File: src/rtl/goertzel_ctrl_pkg.sv
// goertzel_ctrl_pkg: shared state encoding and default sizing for the goertzel frame controller
package goertzel_ctrl_pkg;
    localparam int BLOCK_LEN_DEF = 5200;
    localparam int NUM_BINS_DEF  = 4;
    localparam int TIMEOUT_DEF   = 64;
    typedef enum logic [2:0] {IDLE, CLEAR, ACCUM, FINISH, WAIT, EMIT} state_t;
endpackage

File: src/rtl/sync_2ff.sv
// sync_2ff: two-flop synchroniser for level flags entering the sample clock domain
module sync_2ff (
    input  logic clock_sample,
    input  logic reset_n,
    input  logic d,
    output logic q
);
    logic meta;
    always_ff @(posedge clock_sample) begin
        if (!reset_n) {q, meta} <= 2'b00;
        else          {q, meta} <= {meta, d};
    end
endmodule

File: src/rtl/goertzel_frame_ctrl.sv
// goertzel_frame_ctrl: frame sequencer and round-robin bin scheduler for a shared goertzel core
module goertzel_frame_ctrl
    import goertzel_ctrl_pkg::*;
#(
    parameter int BLOCK_LEN = BLOCK_LEN_DEF,
    parameter int NUM_BINS  = NUM_BINS_DEF,
    parameter int BIN_W     = 2,
    parameter int TIMEOUT   = TIMEOUT_DEF
) (
    input  logic              clock_sample,
    input  logic              reset_n,
    input  logic              enable,
    input  logic              clear_err,
    input  logic [31:0]       sample_in,
    output logic [31:0]       core_sample,
    output logic              core_sample_valid,
    output logic              core_clear,
    output logic              core_finish,
    output logic [BIN_W-1:0]  core_coeff_sel,
    input  logic              core_done,
    input  logic [63:0]       core_power,
    output logic              res_valid,
    input  logic              res_ready,
    output logic [63:0]       res_power,
    output logic [BIN_W-1:0]  res_bin,
    output logic              busy,
    output logic              overrun,
    output logic              timeout_err
);
    localparam int SW = $clog2(BLOCK_LEN);
    localparam int TW = $clog2(TIMEOUT);
    localparam logic [SW-1:0]    LAST_SAMPLE = SW'(BLOCK_LEN - 1);
    localparam logic [TW-1:0]    LAST_TMO    = TW'(TIMEOUT - 1);
    localparam logic [BIN_W-1:0] LAST_BIN    = BIN_W'(NUM_BINS - 1);

    state_t          state, state_nxt;
    logic [SW-1:0]   sample_cnt;
    logic [TW-1:0]   tmo_cnt;
    logic            done_s, next_run, slot_free;
    logic            advance, load, set_ovr, set_tmo;

    sync_2ff u_done_sync (
        .clock_sample (clock_sample),
        .reset_n      (reset_n),
        .d            (core_done),
        .q            (done_s)
    );

    assign busy      = state != IDLE;
    assign next_run  = enable;
    assign slot_free = !res_valid || res_ready;

    always_comb begin
        state_nxt = state;
        advance   = 1'b0;
        load      = 1'b0;
        set_ovr   = 1'b0;
        set_tmo   = 1'b0;
        case (state)
            IDLE:   state_nxt = enable ? CLEAR : IDLE;
            CLEAR:  state_nxt = ACCUM;
            ACCUM:  state_nxt = (sample_cnt == LAST_SAMPLE) ? FINISH : ACCUM;
            FINISH: state_nxt = WAIT;
            WAIT: begin
                set_tmo   = !done_s && tmo_cnt == LAST_TMO;
                advance   = set_tmo;
                state_nxt = done_s ? EMIT : set_tmo ? (next_run ? CLEAR : IDLE) : WAIT;
            end
            EMIT: begin
                advance   = 1'b1;
                load      = slot_free;
                set_ovr   = !slot_free;
                state_nxt = next_run ? CLEAR : IDLE;
            end
            default: state_nxt = IDLE;
        endcase
    end

    // Core-facing strobes are registered so clear, samples and finish reach the core in order.
    always_ff @(posedge clock_sample) begin
        if (!reset_n) begin
            state             <= IDLE;
            sample_cnt        <= '0;
            tmo_cnt           <= '0;
            core_sample       <= '0;
            core_sample_valid <= 1'b0;
            core_clear        <= 1'b0;
            core_finish       <= 1'b0;
            core_coeff_sel    <= '0;
            res_valid         <= 1'b0;
            res_power         <= '0;
            res_bin           <= '0;
            overrun           <= 1'b0;
            timeout_err       <= 1'b0;
        end else begin
            state             <= state_nxt;
            sample_cnt        <= (state == ACCUM) ? sample_cnt + 1'b1 : '0;
            tmo_cnt           <= (state == WAIT) ? tmo_cnt + 1'b1 : '0;
            core_sample       <= (state == ACCUM) ? sample_in : core_sample;
            core_sample_valid <= state == ACCUM;
            core_clear        <= state == CLEAR;
            core_finish       <= state == FINISH;
            if (advance) core_coeff_sel <= (core_coeff_sel == LAST_BIN) ? '0 : core_coeff_sel + 1'b1;
            if (load) begin
                res_valid <= 1'b1;
                res_power <= core_power;
                res_bin   <= core_coeff_sel;
            end else if (res_valid && res_ready) begin
                res_valid <= 1'b0;
            end
            overrun     <= set_ovr || (overrun && !clear_err);
            timeout_err <= set_tmo || (timeout_err && !clear_err);
        end
    end
endmodule

File: config.mk
export PLATFORM = sky130hd
export DESIGN_NAME = goertzel_frame_ctrl
export DESIGN_NICKNAME = d
export VERILOG_FILES = /design/src/rtl/goertzel_ctrl_pkg.sv /design/src/rtl/sync_2ff.sv /design/src/rtl/goertzel_frame_ctrl.sv
export SDC_FILE = /design/constraint.sdc
export NUM_CORES = 1
export LEC_CHECK = 0
export ABC_AREA = 1
export CORE_UTILIZATION = 38
export CTS_BUF_LIST = sky130_fd_sc_hd__clkbuf_8 sky130_fd_sc_hd__clkbuf_16
export DETAILED_ROUTE_END_ITERATION = 6
export HOLD_SLACK_MARGIN = 0.03
export PLACE_DENSITY = 0.73
export SLEW_MARGIN = 30
export SYNTH_ARGS = -nofsm -noshare
export SYNTH_HDL_FRONTEND = slang
export SYNTH_SLANG_ARGS = --single-unit
File: constraint.sdc
create_clock -name clock_sample -period 1.1 [get_ports clock_sample]
set_input_delay 0.22 -clock clock_sample [delete_from_list [all_inputs] [get_ports clock_sample]]
set_output_delay 0.22 -clock clock_sample [all_outputs]
set_load 0.1 [all_outputs]
; Word level (Yosys, flattened, before mapping)
; Index checks and enable logic that the tools add are counted.
[word_totals]
reg_bits = 130
inputBits = 102
output_inout_bits = 107
wordCells = 55
[classes]
add_sub_neg = 3
n_eq_ne = 8
mux = 12
reduce_logical = 17
[ops]
columns = operator, n
row1 = $pmux 3 s5, 1
row2 = $add 13x1->13 const B, 1
row3 = $eq 13x13->1 const B, 1
row4 = $mux 1, 7
row5 = $add 6x1->6 const B, 1
row6 = $eq 3x2->1 const B, 2
row7 = $eq 3x3->1 const B, 2
row8 = $eq 6x6->1 const B, 1
row9 = $mux 3, 2
row10 = $logic_and 1x1->1, 4
row11 = $logic_not 1->1, 4
row12 = $reduce_and 2->1, 2
row13 = $eq 3x1->1 const B, 1
row14 = $logic_not 3->1, 1
row15 = $logic_or 1x1->1, 3
row16 = $reduce_bool 3->1, 1
row17 = $add 2x1->2 const B, 1
row18 = $eq 2x2->1 const B, 1
row19 = $mux 2, 1
row20 = $pmux 1 s2, 1
row21 = $reduce_bool 2->1, 1
row22 = $reduce_or 2->1, 1

; Longest topological paths before layout
[depth]
ltp_word = 5
mapped_depth = 9
depth_no_buf = 9

; Modules after synthesis
; From an unflattened synthesis, not the netlist that was laid out.
[hier_totals]
cells_unflattened = 609
area_unflattened_um2 = 4825.9
[modules_own_cells]
columns = mod, instances, cells_each, area_per_inst_um2, seq_area_each_um2
row1 = goertzel_frame_ctrl, 1, 603, 4770.8, 2562.5
row2 = sync_2ff, 1, 6, 55.1, 40.0

; Least setup slack after synthesis
; Ideal clock, no wire load.
[synth_timing]
path_type = flip-flop to flip-flop
start = register res_valid
end = register res_power[31]
setup_ns = 0.118
arrival_ns = 1.760
required_ns = 0.982
slack_ns = -0.778
path_stages_with_launch = 8
path_buffers = 2
period_less_slack_ns = 1.878
path_cell_list = dfxtp_1 -> inv_1 -> nor2_1 -> nor2_4 -> buf_6 -> buf_4 -> o21ai_0 -> nor2_1
[synth_via]
elab_chain_len = 3
[synth_lines]
columns = element, line
row1 = "start, declared", goertzel_frame_ctrl.sv:22  ; output logic res_valid,
row2 = "start signal, assigned", goertzel_frame_ctrl.sv:90  ; res_valid <= 1'b0;
row3 = "start signal, assigned", goertzel_frame_ctrl.sv:105  ; res_valid <= 1'b1;
row4 = "start signal, assigned", goertzel_frame_ctrl.sv:109  ; res_valid <= 1'b0;
row5 = $logic_not 1->1, goertzel_frame_ctrl.sv:51  ; assign slot_free = !res_valid || res_ready;
row6 = $logic_or 1x1->1, goertzel_frame_ctrl.sv:51
row7 = $mux 1, goertzel_frame_ctrl.sv:59  ; case (state)
row8 = "end signal, assigned", goertzel_frame_ctrl.sv:106  ; res_power <= core_power;
row9 = "end, declared", goertzel_frame_ctrl.sv:24  ; output logic [63:0] res_power,
; No other way between the ends.
; A chain may end at the register's enable or synchronous reset.

; Worst setup path in the final report
[layout_timing]
start = register state[0]
end = register res_power[8]
[layout_via]
elab_chain_len = 2
[layout_lines]
columns = element, line
row1 = "start, declared", goertzel_frame_ctrl.sv:36  ; state_t state, state_nxt;
row2 = "start signal, assigned", goertzel_frame_ctrl.sv:96  ; state <= state_nxt;
row3 = $eq 3x3->1, goertzel_frame_ctrl.sv:59
row4 = $mux 1, goertzel_frame_ctrl.sv:59
; No other way between the ends.

==> flow_metrics.tcl <==
set metrics [dict create \
    outcome "finished with violations" \
    violations "setup timing" \
    synth_ff_type "dfxtp_1" \
    synth_area_per_cell_um2 7.86 \
    holdWs_ns 0.150 \
    min_from "reset_n" \
    cts_sinks 130 \
    ys_types 27 \
    cp_max_fo 8 \
    critical_path.startpoint "state[0]$_SDFF_PN0_" \
    drt-initial-drc-count 483 \
    cts_tree "done" \
    rsz0062_at_grt "yes" \
    dpl.hpwl_um 10900 \
    dieArea_um2 13000 \
    viasPerCell 5.88 \
    first_pass_iters 5 \
    tightestPinTransition_ns 0.443 \
    finalHoldViolations 0 \
    synth_cells 607 \
    synth_area_um2 4770 \
    clock_latency_ns 0.44 \
    nFillCells 253 \
    nNetsFinal 1052 \
    setup_ws_ns -0.544 \
    crit_path_cell_trace "inv_2 -> nor2_4 -> nand2_4 -> nor2_4 -> buf_12 -> buf_12 -> buf_12 -> o21ai_2 -> nor2_1" \
    synth_common_cells "161 x nor2_1, 130 x dfxtp_1, 98 x o21ai_0" \
    grt_pass1_wl_um 33100 \
    die_x_um 114 \
    post-route-period-util_pct 149 \
    antenna_found_initial 0 \
    regArea_um2 2860 \
    area.growth.synth_to_final_pct 144 \
    min_path_type "in2reg" \
    grt_start_max_net_pins 43 \
    drc 0 \
    ir_worst_vdd_mv 1.08 \
    routedWlPerCell_um 28.5 \
    drv_slew 0 \
    synth_edf_count 0 \
    p_per_area_nw_per_um2 1210 \
    synth.yosys.seq_area_share_pct 54.6 \
    grt.overflow.total 0 \
    ant_nets 0 \
    core-area_um2 12100 \
    worst_path_most_repeated_cell "buf_12" \
    cts_hold_buf 0 \
    start_kind "flip-flop" \
    clockBufferDepth 2 \
    path_clk_slew_ns 0.06 \
    ctsRootBufferMaster "clkbuf_16" \
    min_period_ns 1.64 \
    rows 40 \
    tns_ns -56.40 \
    synthArstFlopShare_pct 0 \
    io_buffer_count 208 \
    yosysTopAreaCellShare_pct 54.6 \
    power_mw 14.0 \
    final_cell_area_um2 11600 \
    cp-end-kind "flip-flop" \
    syn_nets 712 \
    grtUsageTotal_pct 34.4 \
    initial_utilization_pct 39.4 \
    finalSetupViolCount 234 \
    cts_inserted_buffers 17 \
    multiInputGateArea_um2 2860 \
    fmax_mhz 608 \
    io_pins 209 \
    relSlewSlack_pct 70.3 \
    die_h_um 114 \
    post_dp_cell_area_um2 8490 \
    rrSetupSlack_ns -0.54 \
    drive_above_1_share_pct 63.2 \
    htreeDepth 4 \
    gp_congestion 0.842 \
    crit_type "reg2reg" \
    vias 6631 \
    synth-seq-cells 130 \
    slowest_delay_ns 0.35 \
    drv_cap 0 \
    required_ns 1.44 \
    synth.largest_area_cell "dfxtp_1" \
    timing.rr.start "state[0]$_SDFF_PN0_" \
    first_global_vias 6023 \
    p_leak_nw 4.62 \
    yosys_warnings 0 \
    synthMostInstantiatedCell "nor2_1" \
    totalWireLength_um 32100 \
    yosys-top-cells-area "dfxtp_1 55%, nor2_1 13%, o21ai_0 10%, a21oi_1 4.9%, inv_1 4.8%" \
    worstPathArrival_ns 1.98 \
    cp_slowest_cell "dfxtp_2" \
    antenna_cells 0 \
    skew_ns 0.00849 \
]
==> repair_timing <==
action,4_1_cts,5_1_grt
gates cloned,16,6
setup endpoints to repair,231,232
setup buffers,46,54
pin swaps,41,78
hold endpoints to repair,0,0
resized for setup,158,278
==> cell usage in the layout (no fill, tap or decap), types with 16 or more instances in the layout <==
cell,n
buf_12,127
clkdlybuf4s50_1,100
buf_4,91
nor2_1,87
dfxtp_2,65
o21ai_2,63
inv_1,59
dfxtp_4,48
nor2_2,40
nor2_4,36
a21oi_1,27
o21ai_4,26
nand2_1,24
clkbuf_16,21
a21oi_2,19
dfxtp_1,17
buf_6,16
==> cell type report <==
| cell class | count | area share, % |
|---|---|---|
| multi-input combinational | 380 | 24.5 |
| timing repair inverter | 2 | 0.193 |
| tap | 168 | 1.80 |
| sequential | 130 | 24.6 |
| inverter | 65 | 2.32 |
| timing repair buffer | 351 | 41.1 |
| clock inverter | 14 | 1.65 |
| clock buffer | 18 | 3.77 |
==> routing by layer <==
layer | global-route usage (%) | part of all wire (%) | vias up | routed length, µm
li1 | - | - | 2625 | -
met2 | 63.2 | 47 | 607 | 15200
met5 | 0 | 0 | - | 0
met4 | 19.0 | 10 | 0 | 3270
met3 | 11.7 | 11 | 264 | 3370
met1 | 33.7 | 32 | 3135 | 10200
==> logic make-up after synthesis <==
family                     Yosys count  share of synthesized area (%)
AOI/OAI and AO/OA                  152                           16.0
xor gates and xnor gates             4                          0.735
adders and majority gates            3                          0.787
buffers and inverters               97                           9.05
DFF                                130                           54.6
and+or+nand+nor                    221                           18.8
==> flip-flops by register name, summed over array words and instances, names as in the netlist, 2 cells and up <==
name	flops
state	3
res_bin	2
res_power	64
tmo_cnt	6
core_sample	32
core_coeff_sel	2
sample_cnt	13
==> where the power goes <==
part / switching [mW] / internal [mW]
Clock: 2.33 / 4.03
Sequential: 0.152 / 4.75
Combinational: 1.60 / 1.18
Total: 4.08 / 9.96
==> path summary, 6_finish.rpt <==
| kind | endpoint | cells past startpoint |
|---|---|---|
| worst min register to register | core_sample[3]$_SDFFE_PN0P_ | 2 |
| worst max register to register | res_power[8]$_SDFFE_PN0P_ | 9 |
| worst max-delay path | res_power[8]$_SDFFE_PN0P_ | 9 |
| worst min-delay path | core_sample_valid$_SDFF_PN0_ | 3 |
==> worst max-delay path, delay by kind of cell, from the launching register on <==
kind	cells	cell delay, ns
flops	1	0.35
compound gates	1	0.07
simple gates	4	0.55
buf+inv	4	0.56
==> through the flow <==
step	utilization [%]	instances	setup WS, ns
after detailed placement	70.1	984	-0.614
after global placement	70.1	984	-0.528
final	96.2	1128	-0.544
after floorplan	-	607	-0.190
after global routing	96.2	1128	-0.560
after CTS	85.6	1078	-0.409
(Power assumes the default switching activity.)
